==> src/rtl/dmem_bridge_pkg.sv <==
// Shared definitions for the data-memory bridge: FSM state encoding and the
// read-data value returned when a bus transaction is aborted.
package dmem_bridge_pkg;

  typedef enum logic [1:0] {
    DMEM_IDLE = 2'd0,
    DMEM_REQ  = 2'd1,
    DMEM_DONE = 2'd2
  } dmem_state_e;

  localparam logic [31:0] DMEM_ABORT_DATA = 32'hDEAD_BEEF;

endpackage

==> src/rtl/dmem_bridge.sv <==
// MEM-stage to request/acknowledge data-bus bridge; stalls the pipeline while a
// transaction is pending. Define DMEM_TIMEOUT_EN for the REQ timeout abort.
module dmem_bridge
  import dmem_bridge_pkg::*;
#(
  parameter int unsigned ADDR_WIDTH     = 32,
  parameter int unsigned DATA_WIDTH     = 32,
  parameter int unsigned TIMEOUT_CYCLES = 255
) (
  input  logic                  clk,
  input  logic                  rst,
  input  logic                  mem_ren,
  input  logic                  mem_wen,
  input  logic [ADDR_WIDTH-1:0] mem_addr,
  input  logic [DATA_WIDTH-1:0] mem_dout,
  output logic [DATA_WIDTH-1:0] mem_din,
  output logic                  mem_stall,
  output logic                  bus_req,
  output logic                  bus_we,
  output logic [ADDR_WIDTH-1:0] bus_addr,
  output logic [DATA_WIDTH-1:0] bus_wdata,
  input  logic                  bus_ack,
  input  logic [DATA_WIDTH-1:0] bus_rdata,
  output logic                  bus_timeout
);

  dmem_state_e           state_q, state_d;
  logic [DATA_WIDTH-1:0] mem_din_q, mem_din_d;
  logic                  bus_req_q, bus_req_d;
  logic                  bus_we_q, bus_we_d;
  logic [ADDR_WIDTH-1:0] bus_addr_q, bus_addr_d;
  logic [DATA_WIDTH-1:0] bus_wdata_q, bus_wdata_d;
  logic                  req;

`ifdef DMEM_TIMEOUT_EN
  localparam int unsigned CNT_W = $clog2(TIMEOUT_CYCLES + 1);
  logic [CNT_W-1:0] cnt_q, cnt_d;
  logic             timeout_q, timeout_d;
`endif

  // Byte-offset bits are deliberately dropped: accesses are always word-aligned.
  logic unused_ok;
  assign unused_ok = &{1'b0, mem_addr[1:0], (TIMEOUT_CYCLES != 0)};

  assign req = mem_ren | mem_wen;

  always_comb begin
    state_d     = state_q;
    mem_din_d   = mem_din_q;
    bus_req_d   = bus_req_q;
    bus_we_d    = bus_we_q;
    bus_addr_d  = bus_addr_q;
    bus_wdata_d = bus_wdata_q;
    mem_stall   = 1'b0;
`ifdef DMEM_TIMEOUT_EN
    cnt_d       = cnt_q;
    timeout_d   = timeout_q;
`endif
    case (state_q)
      DMEM_IDLE: begin
        mem_stall = req;
        if (req) begin
          bus_addr_d  = {mem_addr[ADDR_WIDTH-1:2], 2'b00};
          bus_we_d    = mem_wen;
          bus_wdata_d = mem_dout;
          bus_req_d   = 1'b1;
          state_d     = DMEM_REQ;
`ifdef DMEM_TIMEOUT_EN
          cnt_d       = '0;
`endif
        end
      end
      DMEM_REQ: begin
        mem_stall = 1'b1;
        if (bus_ack) begin
          bus_req_d = 1'b0;
          if (!bus_we_q) mem_din_d = bus_rdata;
          state_d = DMEM_DONE;
        end
`ifdef DMEM_TIMEOUT_EN
        // The limit is reached on the edge that would bring the count to TIMEOUT_CYCLES.
        else if (cnt_q == CNT_W'(TIMEOUT_CYCLES - 1)) begin
          bus_req_d = 1'b0;
          if (!bus_we_q) mem_din_d = DATA_WIDTH'(DMEM_ABORT_DATA);
          timeout_d = 1'b1;
          state_d   = DMEM_DONE;
        end else begin
          cnt_d = cnt_q + CNT_W'(1);
        end
`endif
      end
      DMEM_DONE: state_d = DMEM_IDLE;
      default:   state_d = DMEM_IDLE;
    endcase
    if (rst) mem_stall = 1'b0;
  end

  always_ff @(posedge clk or posedge rst) begin
    if (rst) begin
      state_q     <= DMEM_IDLE;
      mem_din_q   <= '0;
      bus_req_q   <= 1'b0;
      bus_we_q    <= 1'b0;
      bus_addr_q  <= '0;
      bus_wdata_q <= '0;
    end else begin
      state_q     <= state_d;
      mem_din_q   <= mem_din_d;
      bus_req_q   <= bus_req_d;
      bus_we_q    <= bus_we_d;
      bus_addr_q  <= bus_addr_d;
      bus_wdata_q <= bus_wdata_d;
    end
  end

`ifdef DMEM_TIMEOUT_EN
  always_ff @(posedge clk or posedge rst) begin
    if (rst) begin
      cnt_q     <= '0;
      timeout_q <= 1'b0;
    end else begin
      cnt_q     <= cnt_d;
      timeout_q <= timeout_d;
    end
  end
  assign bus_timeout = timeout_q;
`else
  assign bus_timeout = 1'b0;
`endif

  assign mem_din   = mem_din_q;
  assign bus_req   = bus_req_q;
  assign bus_we    = bus_we_q;
  assign bus_addr  = bus_addr_q;
  assign bus_wdata = bus_wdata_q;

endmodule

==> config.mk <==
export PLATFORM = sky130hd
export DESIGN_NAME = dmem_bridge
export DESIGN_NICKNAME = d
export VERILOG_FILES = /design/src/rtl/dmem_bridge_pkg.sv /design/src/rtl/dmem_bridge.sv
export SDC_FILE = /design/constraint.sdc
export NUM_CORES = 1
export LEC_CHECK = 0
export BUFFER_PORTS_ARGS = -buffer_cell sky130_fd_sc_hd__buf_2
export CAP_MARGIN = 30
export CORE_UTILIZATION = 48
export DETAILED_ROUTE_END_ITERATION = 8
export MAX_ROUTING_LAYER = met4
export PLACE_DENSITY = 0.9
export SYNTH_ARGS = -nofsm -noshare
export SYNTH_HDL_FRONTEND = slang
export SYNTH_SLANG_ARGS = --single-unit
==> constraint.sdc <==
create_clock -name clk -period 8.39 [get_ports clk]
set_input_delay 0.4195 -clock clk [delete_from_list [all_inputs] [get_ports clk]]
set_output_delay 0.4195 -clock clk [all_outputs]
set_load 0.01 [all_outputs]
==> flow_summary.ini, run 1 <==
[outcome]
outcome = complete, no violations

[global_route]
antenna_found_initial = 0
grt_pass1_wl_mm = 12.6
grt_overflow_total = 0
grt_pass1_vias = 2723
grt_max_degree = 64
track_usage_pct = 20.0

[floorplanning]
dieHeight_um = 91.7
rows = 32
boundaryPins = 201
coreArea_sq_mm = 0.00777
die_x_um = 91.7
floorplan.initialDensity_pct = 49.7
dieArea_sq_mm = 0.00841

[clock_tree]
cts_setup_buffers = 0
numCtsBuffers = 9
cts.sinks = 98
cts_tree = yes
cts_root_buffer = clkbuf_8
clockBufferDepth = 2
postCtsHoldBufs = 0
cts.htree.levels = 3
clkTransAtPathRegs_ns = 0.09
worstSkewPairLatency_ns = 0.35
cts_resized = 0

[final_layout]
finalNetCount = 518
fill_cells = 600
fin_area_sq_mm = 0.00506
layout-drive-gt1-share_pct = 73.4
antennaDiodeCount = 0
stdcell_count = 523
area_growth_pct = 31.0

[worst_hold_path]
hold_path_class = primary input to async pin

[synthesis]
synth_top_area_cell = dfrtp_1
synthAdderAreaFrac_pct = 0
synth-xor-area-share_pct = 0
synth-seq-cells = 98
synth_sequential_area_ratio_pct = 63.5
synth_most_common_cell = dfrtp_1
syn_area_sq_mm = 0.00386
synth_edf_count = 0
synth-simple-area-share_pct = 1.36
yosysUniqueCellTypes = 19
yosysWarnings = 0
synth_commonest_cells = dfrtp_1 (98), mux2_2 (64), mux2_4 (30), buf_4 (10), buf_12 (3)
synth_compound_area_share_pct = 0.842
ys.flop_type = dfrtp_1
avgSynthCellArea_sq_um = 17.6
syn_inst = 220
synth.area.top_cells = dfrtp_1 (63%), mux2_2 (19%), mux2_4 (12%), buf_4 (1.9%), buf_12 (1.6%)
synthArstFlopShare_pct = 100
yosys.area.top_type_share_pct = 63.5
synth_top_family_by_area = multiplexers
muxShareOfSynthArea_pct = 30.3

[critical_path]
required_ns = 8.61
cp_max_fo = 63
r2r_start = state_q[0]
crit_arrival_ns = 2.18
startpoint = state_q[0]
reg2reg_setup_slack_ns = 6.43
crit_type = flip-flop to flip-flop
end_kind = flip-flop
startpoint_type = flip-flop

[pwr]
p_leak_uw = 0.00253
ir_worst_vdd_mv = 0.190
power_density_mw_per_mm2 = 373
finalPower_uw = 1890

[timing]
finalSetupTns_ns = 0
worstMarginPinSlew_ns = 0.785
skew_ns = 0.0141
maxSlewViolCount = 0
rsz0062_at_grt = no
min_period_ns = 1.96
hold_viol_final = 0
finalCritPeriodShare_pct = 23.3
fin_ws_ns = 6.43
max_freq_mhz = 510
finalSetupViolCount = 0
slew_headroom_pct = 47.7

[routing]
drc = 0
finalWirelength_mm = 7.97
wl_per_cell_um = 15.2
antenna_left = 0
dr_total_vias = 2524
drt_iter0_drc = 39
viasPerCell = 4.83
first_pass_iters = 4

[placement]
place_area_sq_mm = 0.00487
portBuffers = 195
pre_cts_ws_ns = 6.46
dp_cells = 508
globalplace.congestion = 0.749
place_hpwl_mm = 5.94

[job]
maxCapViolations = 0
-- layer usage --
| metal | track usage (%) | share of wire, % | vias to the layer above |
|---|---|---|---|
| met5 | - | 0 | - |
| met4 | 8.85 | 2.1 | 0 |
| met3 | 4.15 | 6.1 | 16 |
| met2 | 35.9 | 53 | 119 |
| met1 | 21.2 | 39 | 1233 |
| li1 | - | - | 1156 |
-- registers in the layout, summed over array words and instances, names as in the netlist --
name and flops:
bus_addr 30, bus_we 1, bus_req 1, mem_din 32, bus_wdata 32, state_q 2
-- worst max-delay path, cell delays in order, from the launching register on --
cell and delay, ns:
dfrtp_1 0.42, nor2_1 0.20, o21a_2 0.16, buf_4 0.59
mux2_2 0.42
-- layout make-up --
class | count | area, sq um | area share (%)
flip-flops and latches | 98 | 2450 | 48.5
inverters | 1 | 6.26 | 0.124
repair buffers | 198 | 1010 | 20.0
well taps | 102 | 128 | 2.52
clock inverters | 4 | 52.6 | 1.04
multi-input cells | 109 | 1270 | 25.1
clock buffers | 11 | 141 | 2.79
-- placed cells by master, fill, tap and decap left out, types with 2 or more instances in the layout --
| cell | n |
|---|---|
| mux2_2 | 64 |
| mux2_4 | 30 |
| nor3_1 | 2 |
| dfrtp_1 | 98 |
| clkbuf_8 | 10 |
| buf_4 | 2 |
| conb_1 | 3 |
| buf_2 | 195 |
| clkinvlp_4 | 3 |
-- through the flow --
stage          hold slack (ns)  util, %
6_report                 0.135     65.1
3_5_place_dp             0.488     62.6
3_3_place_gp             0.484     62.4
5_1_grt                  0.173     65.1
4_1_cts                  0.131     65.1
2_1_floorplan            0.456        -
-- where the power goes --
group	switching, uW	total (uW)	leakage, uW	internal, uW
Sequential	123	828	0.00115	705
Clock	150	295	0.0000877	145
Combinational	338	766	0.00129	429
-- cells by family after synthesis --
family	count (synthesis)
multiplexers	94
AND/OR/NAND/NOR	8
other	1
AO/OA/AOI/OAI	4
buffers and inverters	15
flip-flops	98
-- path summary, 6_finish.rpt --
kind | cells after the start | endpoint
hold / removal | 2 | bus_addr[8]
setup / recovery | 4 | bus_wdata[7]
setup reg to reg | 4 | bus_wdata[7]
max in group asynchronous | 3 | mem_din[4]
min in group clk | 2 | bus_wdata[24]
hold reg to reg | 1 | bus_addr[21]
Note: power is estimated with default switching activity, not from simulation.
==> run 2, diff against run 1 <==
--- a/config.mk
+++ b/config.mk
@@ -7,10 +7,10 @@
 export LEC_CHECK = 0
 export BUFFER_PORTS_ARGS = -buffer_cell sky130_fd_sc_hd__buf_2
 export CAP_MARGIN = 30
-export CORE_UTILIZATION = 48
+export CORE_UTILIZATION = 45
 export DETAILED_ROUTE_END_ITERATION = 8
 export MAX_ROUTING_LAYER = met4
-export PLACE_DENSITY = 0.9
+export PLACE_DENSITY = 0.86
 export SYNTH_ARGS = -nofsm -noshare
 export SYNTH_HDL_FRONTEND = slang
 export SYNTH_SLANG_ARGS = --single-unit
==> constraint.sdc (replaced) <==
create_clock -name clk -period 1.94 [get_ports clk]
set_input_delay 0.097 -clock clk [delete_from_list [all_inputs] [get_ports clk]]
set_output_delay 0.097 -clock clk [all_outputs]
set_load 0.01 [all_outputs]
==> run 2 against run 1 <==
Net effect: sequential share of layout area is 8.3 points lower; total power rose to 4.5 times the previous value; critical path depth unchanged; sequential power rose to 4.4 times the previous value; via count is 16% higher; critical endpoint is now mem_din[29]; final cell count grew 20%; clock power rose to 4.5 times the previous value; maximum frequency grew 24%; routed wire length up 28%; register-to-register slack got worse by 6.1 ns.
==> flow_summary.ini, run 2 (synthesis results as in run 1) <==
[clock_tree]
worstSkewPairLatency_ns = 0.35
numCtsBuffers = 9
cts_resized = 0
clkTransAtPathRegs_ns = 0.10
cts_setup_buffers = 0
cts.sinks = 98
cts_root_buffer = clkbuf_8
cts_tree = yes
postCtsHoldBufs = 96
clockBufferDepth = 2
cts.htree.levels = 3

[routing]
drc = 0
finalWirelength_mm = 10.2
antenna_left = 0
viasPerCell = 4.69
dr_total_vias = 2933
wl_per_cell_um = 16.3
drt_iter0_drc = 53
first_pass_iters = 4

[timing]
finalSetupViolCount = 0
skew_ns = 0.0149
finalSetupTns_ns = 0
max_freq_mhz = 630
finalCritPeriodShare_pct = 81.8
fin_ws_ns = 0.354
hold_viol_final = 0
maxSlewViolCount = 0
rsz0062_at_grt = no
min_period_ns = 1.59

[placement]
place_area_sq_mm = 0.00494
place_hpwl_mm = 5.90
globalplace.congestion = 0.703
pre_cts_ws_ns = 0.372
portBuffers = 195

[pwr]
p_leak_uw = 0.00296
power_density_mw_per_mm2 = 1400
ir_worst_vdd_mv = 0.819
finalPower_uw = 8550

[floorplanning]
coreArea_sq_mm = 0.00826
boundaryPins = 201
floorplan.initialDensity_pct = 46.8
dieArea_sq_mm = 0.00896
dieHeight_um = 94.6
die_x_um = 94.6
rows = 33

[final_layout]
final_cell_mix = buf_2 (195), dfrtp_1 (98), dlygate4sd3_1 (97)
antennaDiodeCount = 0
fill_cells = 513
area_growth_pct = 58.2
fin_area_sq_mm = 0.00611
finalNetCount = 617
layout-drive-gt1-share_pct = 59.9
final_common_cell = buf_2

[critical_path]
startpoint_type = flip-flop
cp.depth = 4
cp_max_fo = 32
end_kind = flip-flop
setup.worst_path.end = mem_din[29]
crit_type = flip-flop to flip-flop
crit_arrival_ns = 1.82
critPathMaxStageDelay_ns = 0.42
regToRegEndpoint = mem_din[29]
startpoint = state_q[1]
crit_slowest_cell = dfrtp_1
path_delay_family = simple AND/OR/NAND/NOR gates
required_ns = 2.18
worst-path-buf-inv = 1
r2r_start = state_q[1]
reg2reg_depth = 4
path_cells = and3b_1 > nor2b_4 > buf_12 > mux2_2
reg2reg_setup_slack_ns = 0.35

[global_route]
grt_pass1_vias = 3141
track_usage_pct = 24.1
grt_overflow_total = 0
grt_max_degree = 53
grt_pass1_wl_mm = 15.5
antenna_found_initial = 0

[outcome]
outcome = complete, no violations

[job]
maxCapViolations = 0

[worst_hold_path]
hold_path_class = primary input to flip-flop
[run 2: worst reg2reg max path, delay by kind of cell, from the launching register on]
| kind | cells | cell delay [ns] |
|---|---|---|
| buffers and inverters | 1 | 0.25 |
| DFF | 1 | 0.42 |
| and+or+nand+nor | 2 | 0.42 |
| muxes | 1 | 0.38 |
[run 2: metrics by stage]
step | hold WS, ns | instances | utilization, %
2_1_floorplan | 0.194 | 222 | -
3_3_place_gp | 0.218 | 513 | 59.8
3_5_place_dp | 0.229 | 513 | 59.8
4_1_cts | 0.00586 | 625 | 73.9
5_1_grt | 0.0743 | 626 | 74.0
6_report | 0.0557 | 626 | 74.0
[run 2: final cells by class]
type	count	area, sq um	area share [%]
timing repair buffer	297	2050	33.5
multi-input combinational	109	1270	20.8
tap	105	131	2.15
clock inverter	5	62.6	1.02
sequential	98	2450	40.1
clock buffer	11	141	2.31
inverter	1	7.51	0.123
[run 2: metal layers]
layer / part of all wire, % / track usage (%) / routed length, um / vias up
li1: - / - / - / 1347
met1: 37 / 24.7 / 3720 / 1443
met2: 55 / 44.4 / 5630 / 121
met3: 5.4 / 4.75 / 552 / 22
met4: 2.7 / 10.2 / 272 / 0
met5: 0 / - / 0 / -
[run 2: worst min path at each step]
stage             startpoint           to  slack (ns)  cells past startpoint
2_1_floorplan        bus_ack   state_q[0]        0.19                      1
3_3_place_gp             rst  mem_din[17]        0.22                      3
3_5_place_dp             rst  mem_din[10]        0.23                      3
4_1_cts        bus_rdata[22]  mem_din[22]       0.006                      2
5_1_grt              mem_ren       bus_we        0.07                      3
6_report             mem_ren       bus_we        0.06                      3
[run 2: report_power, final]
| part | total (uW) | switching [uW] | internal, uW |
|---|---|---|---|
| Clock | 1330 | 695 | 639 |
| Sequential | 3620 | 570 | 3050 |
| Combinational | 3590 | 1570 | 2020 |
==> run 3, diff against run 2 <==
--- a/config.mk
+++ b/config.mk
@@ -7,10 +7,10 @@
 export LEC_CHECK = 0
 export BUFFER_PORTS_ARGS = -buffer_cell sky130_fd_sc_hd__buf_2
 export CAP_MARGIN = 30
-export CORE_UTILIZATION = 45
+export CORE_UTILIZATION = 41
 export DETAILED_ROUTE_END_ITERATION = 8
 export MAX_ROUTING_LAYER = met4
-export PLACE_DENSITY = 0.86
+export PLACE_DENSITY = 0.83
 export SYNTH_ARGS = -nofsm -noshare
 export SYNTH_HDL_FRONTEND = slang
 export SYNTH_SLANG_ARGS = --single-unit
==> constraint.sdc (replaced) <==
create_clock -name clk -period 1.4 [get_ports clk]
set_input_delay 0.07 -clock clk [delete_from_list [all_inputs] [get_ports clk]]
set_output_delay 0.07 -clock clk [all_outputs]
set_load 0.01 [all_outputs]
==> run 3 against run 2 <==
Net effect: design area is 8.8% higher; first-iteration DRC count is 68% higher; critical endpoint unchanged; the flow now finishes with violations (setup timing); sequential cell count stayed put; clock skew is 0.0069 ns lower; register-to-register slack worse by 0.52 ns; die area is 9.5% higher; critical path depth is 1 higher; clock power is 32% higher; non-clock buffer count is 21 higher.
==> flow_summary.ini, run 3 (synthesis results as in run 1) <==
[clock_tree]
clockBufferDepth = 2
worstSkewPairLatency_ns = 0.35
cts.sinks = 98
cts_tree = yes
cts.htree.levels = 3
cts_root_buffer = clkbuf_8
numCtsBuffers = 9
clkTransAtPathRegs_ns = 0.09

[routing]
first_pass_iters = 4
antenna_left = 0
wl_per_cell_um = 17.4
drt_iter0_drc = 89
viasPerCell = 4.75
dr_total_vias = 3094
drc = 0
finalWirelength_mm = 11.4

[floorplanning]
boundaryPins = 201
floorplan.initialDensity_pct = 42.0
dieArea_sq_mm = 0.00981
dieHeight_um = 99.1
rows = 35
coreArea_sq_mm = 0.00920
die_x_um = 99.1

[final_layout]
fill_cells = 560
finalNetCount = 638
final_common_cell = buf_2
antennaDiodeCount = 0
area_growth_pct = 72.2
layout-drive-gt1-share_pct = 61.9
final_cell_mix = buf_2 (195), dfrtp_1 (97), dlygate4sd3_1 (96)

[global_route]
grt_pass1_wl_mm = 16.6
grt_max_degree = 51
antenna_found_initial = 0
track_usage_pct = 22.7
grt_overflow_total = 0
grt_pass1_vias = 3340

[job]
maxCapViolations = 0

[critical_path]
crit_slowest_cell = dfrtp_1
crit_arrival_ns = 1.79
cp_max_fo = 8
path_cells = and3b_1 > nor2b_4 > buf_4 > buf_12 > mux2_2
required_ns = 1.63
critPathMaxStageDelay_ns = 0.43
startpoint_type = flip-flop
path_delay_family = flip-flops
crit_type = flip-flop to flip-flop
end_kind = flip-flop
worst-path-buf-inv = 2

[placement]
portBuffers = 195
place_hpwl_mm = 5.94
globalplace.congestion = 0.717

[timing]
fin_ws_ns = -0.168
hold_viol_final = 0
min_period_ns = 1.57
fin_hold_ws_ns = 0.0451
finalCritPeriodShare_pct = 112
maxSlewViolCount = 0
finalSetupViolCount = 86
rsz0062_at_grt = yes
max_freq_mhz = 638
skew_ns = 0.00806

[outcome]
violations = setup timing
outcome = finished with violations

[pwr]
power_density_mw_per_mm2 = 1940
p_leak_uw = 0.00330
ir_worst_vdd_mv = 1.07
finalPower_uw = 12900

[worst_hold_path]
hold_path_class = primary input to flip-flop
run 3: cell types whose count changed in the layout (fill, tap and decap cells not counted), sizes merged:
| cell | delta |
|---|---|
| dlygate4sd3 | -1 |
| inv | -1 |
| clkbuf | +5 |
| buf | +17 |
run 3: stage by stage:
step	instance area (sq um)	TNS, ns	worst slack [ns]	instances	utilization [%]
2_1_floorplan	3880	-2.02	-0.0316	222	-
3_3_place_gp	4970	-4.24	-0.106	524	54.1
3_5_place_dp	4970	-6.00	-0.156	524	54.1
4_1_cts	6360	-7.31	-0.154	643	69.1
5_1_grt	6650	-13.43	-0.202	652	72.3
6_report	6650	-9.93	-0.168	652	72.3
run 3: power breakdown:
part / internal (uW) / leakage, uW / switching [uW] / total (uW)
Sequential: 4230 / 0.00115 / 840 / 5070
Clock: 823 / 0.0000856 / 940 / 1760
Combinational: 3640 / 0.00207 / 2410 / 6050
run 3: path summary, 6_finish.rpt:
kind	slack, ns	cells past startpoint	start	to
max	-0.17	5	state_q[1]	mem_din[29]
min	0.05	2	bus_ack	state_q[1]
max reg2reg	-0.17	5	state_q[1]	mem_din[29]
min reg2reg	0.51	1	mem_din[28]	mem_din[28]
max in group asynchronous	0.77	4	rst	bus_addr[22]
min in group asynchronous	0.38	4	rst	mem_din[2]
run 3: area by class of cell:
type / instances / area, sq um / share of cell area [%]
clock buffers: 11 / 131 / 1.98
clock inverters: 4 / 53.8 / 0.809
inverters: 1 / 7.51 / 0.113
multi-input cells: 109 / 1460 / 22.0
flip-flops and latches: 98 / 2450 / 36.9
well taps: 111 / 139 / 2.09
repair buffers: 318 / 2400 / 36.1
run 3: routing by layer:
layer | routed length [um] | track usage, % | vias up | part of all wire [%]
met5 | 0 | - | - | 0
met4 | 163 | 8.37 | 0 | 1.4
met3 | 415 | 3.90 | 16 | 3.6
met2 | 6420 | 41.5 | 114 | 56
met1 | 4370 | 24.7 | 1569 | 38
li1 | - | - | 1395 | -
run 3: repair_timing:
item / in CTS / in global routing
cloned: 3 / 5
setup endpoints to repair: 95 / 96
pin swaps: 0 / 1
resized for setup: 29 / 36
setup buffers: 5 / 6
hold endpoints to repair: 193 / 0
hold buffers: 96 / 0
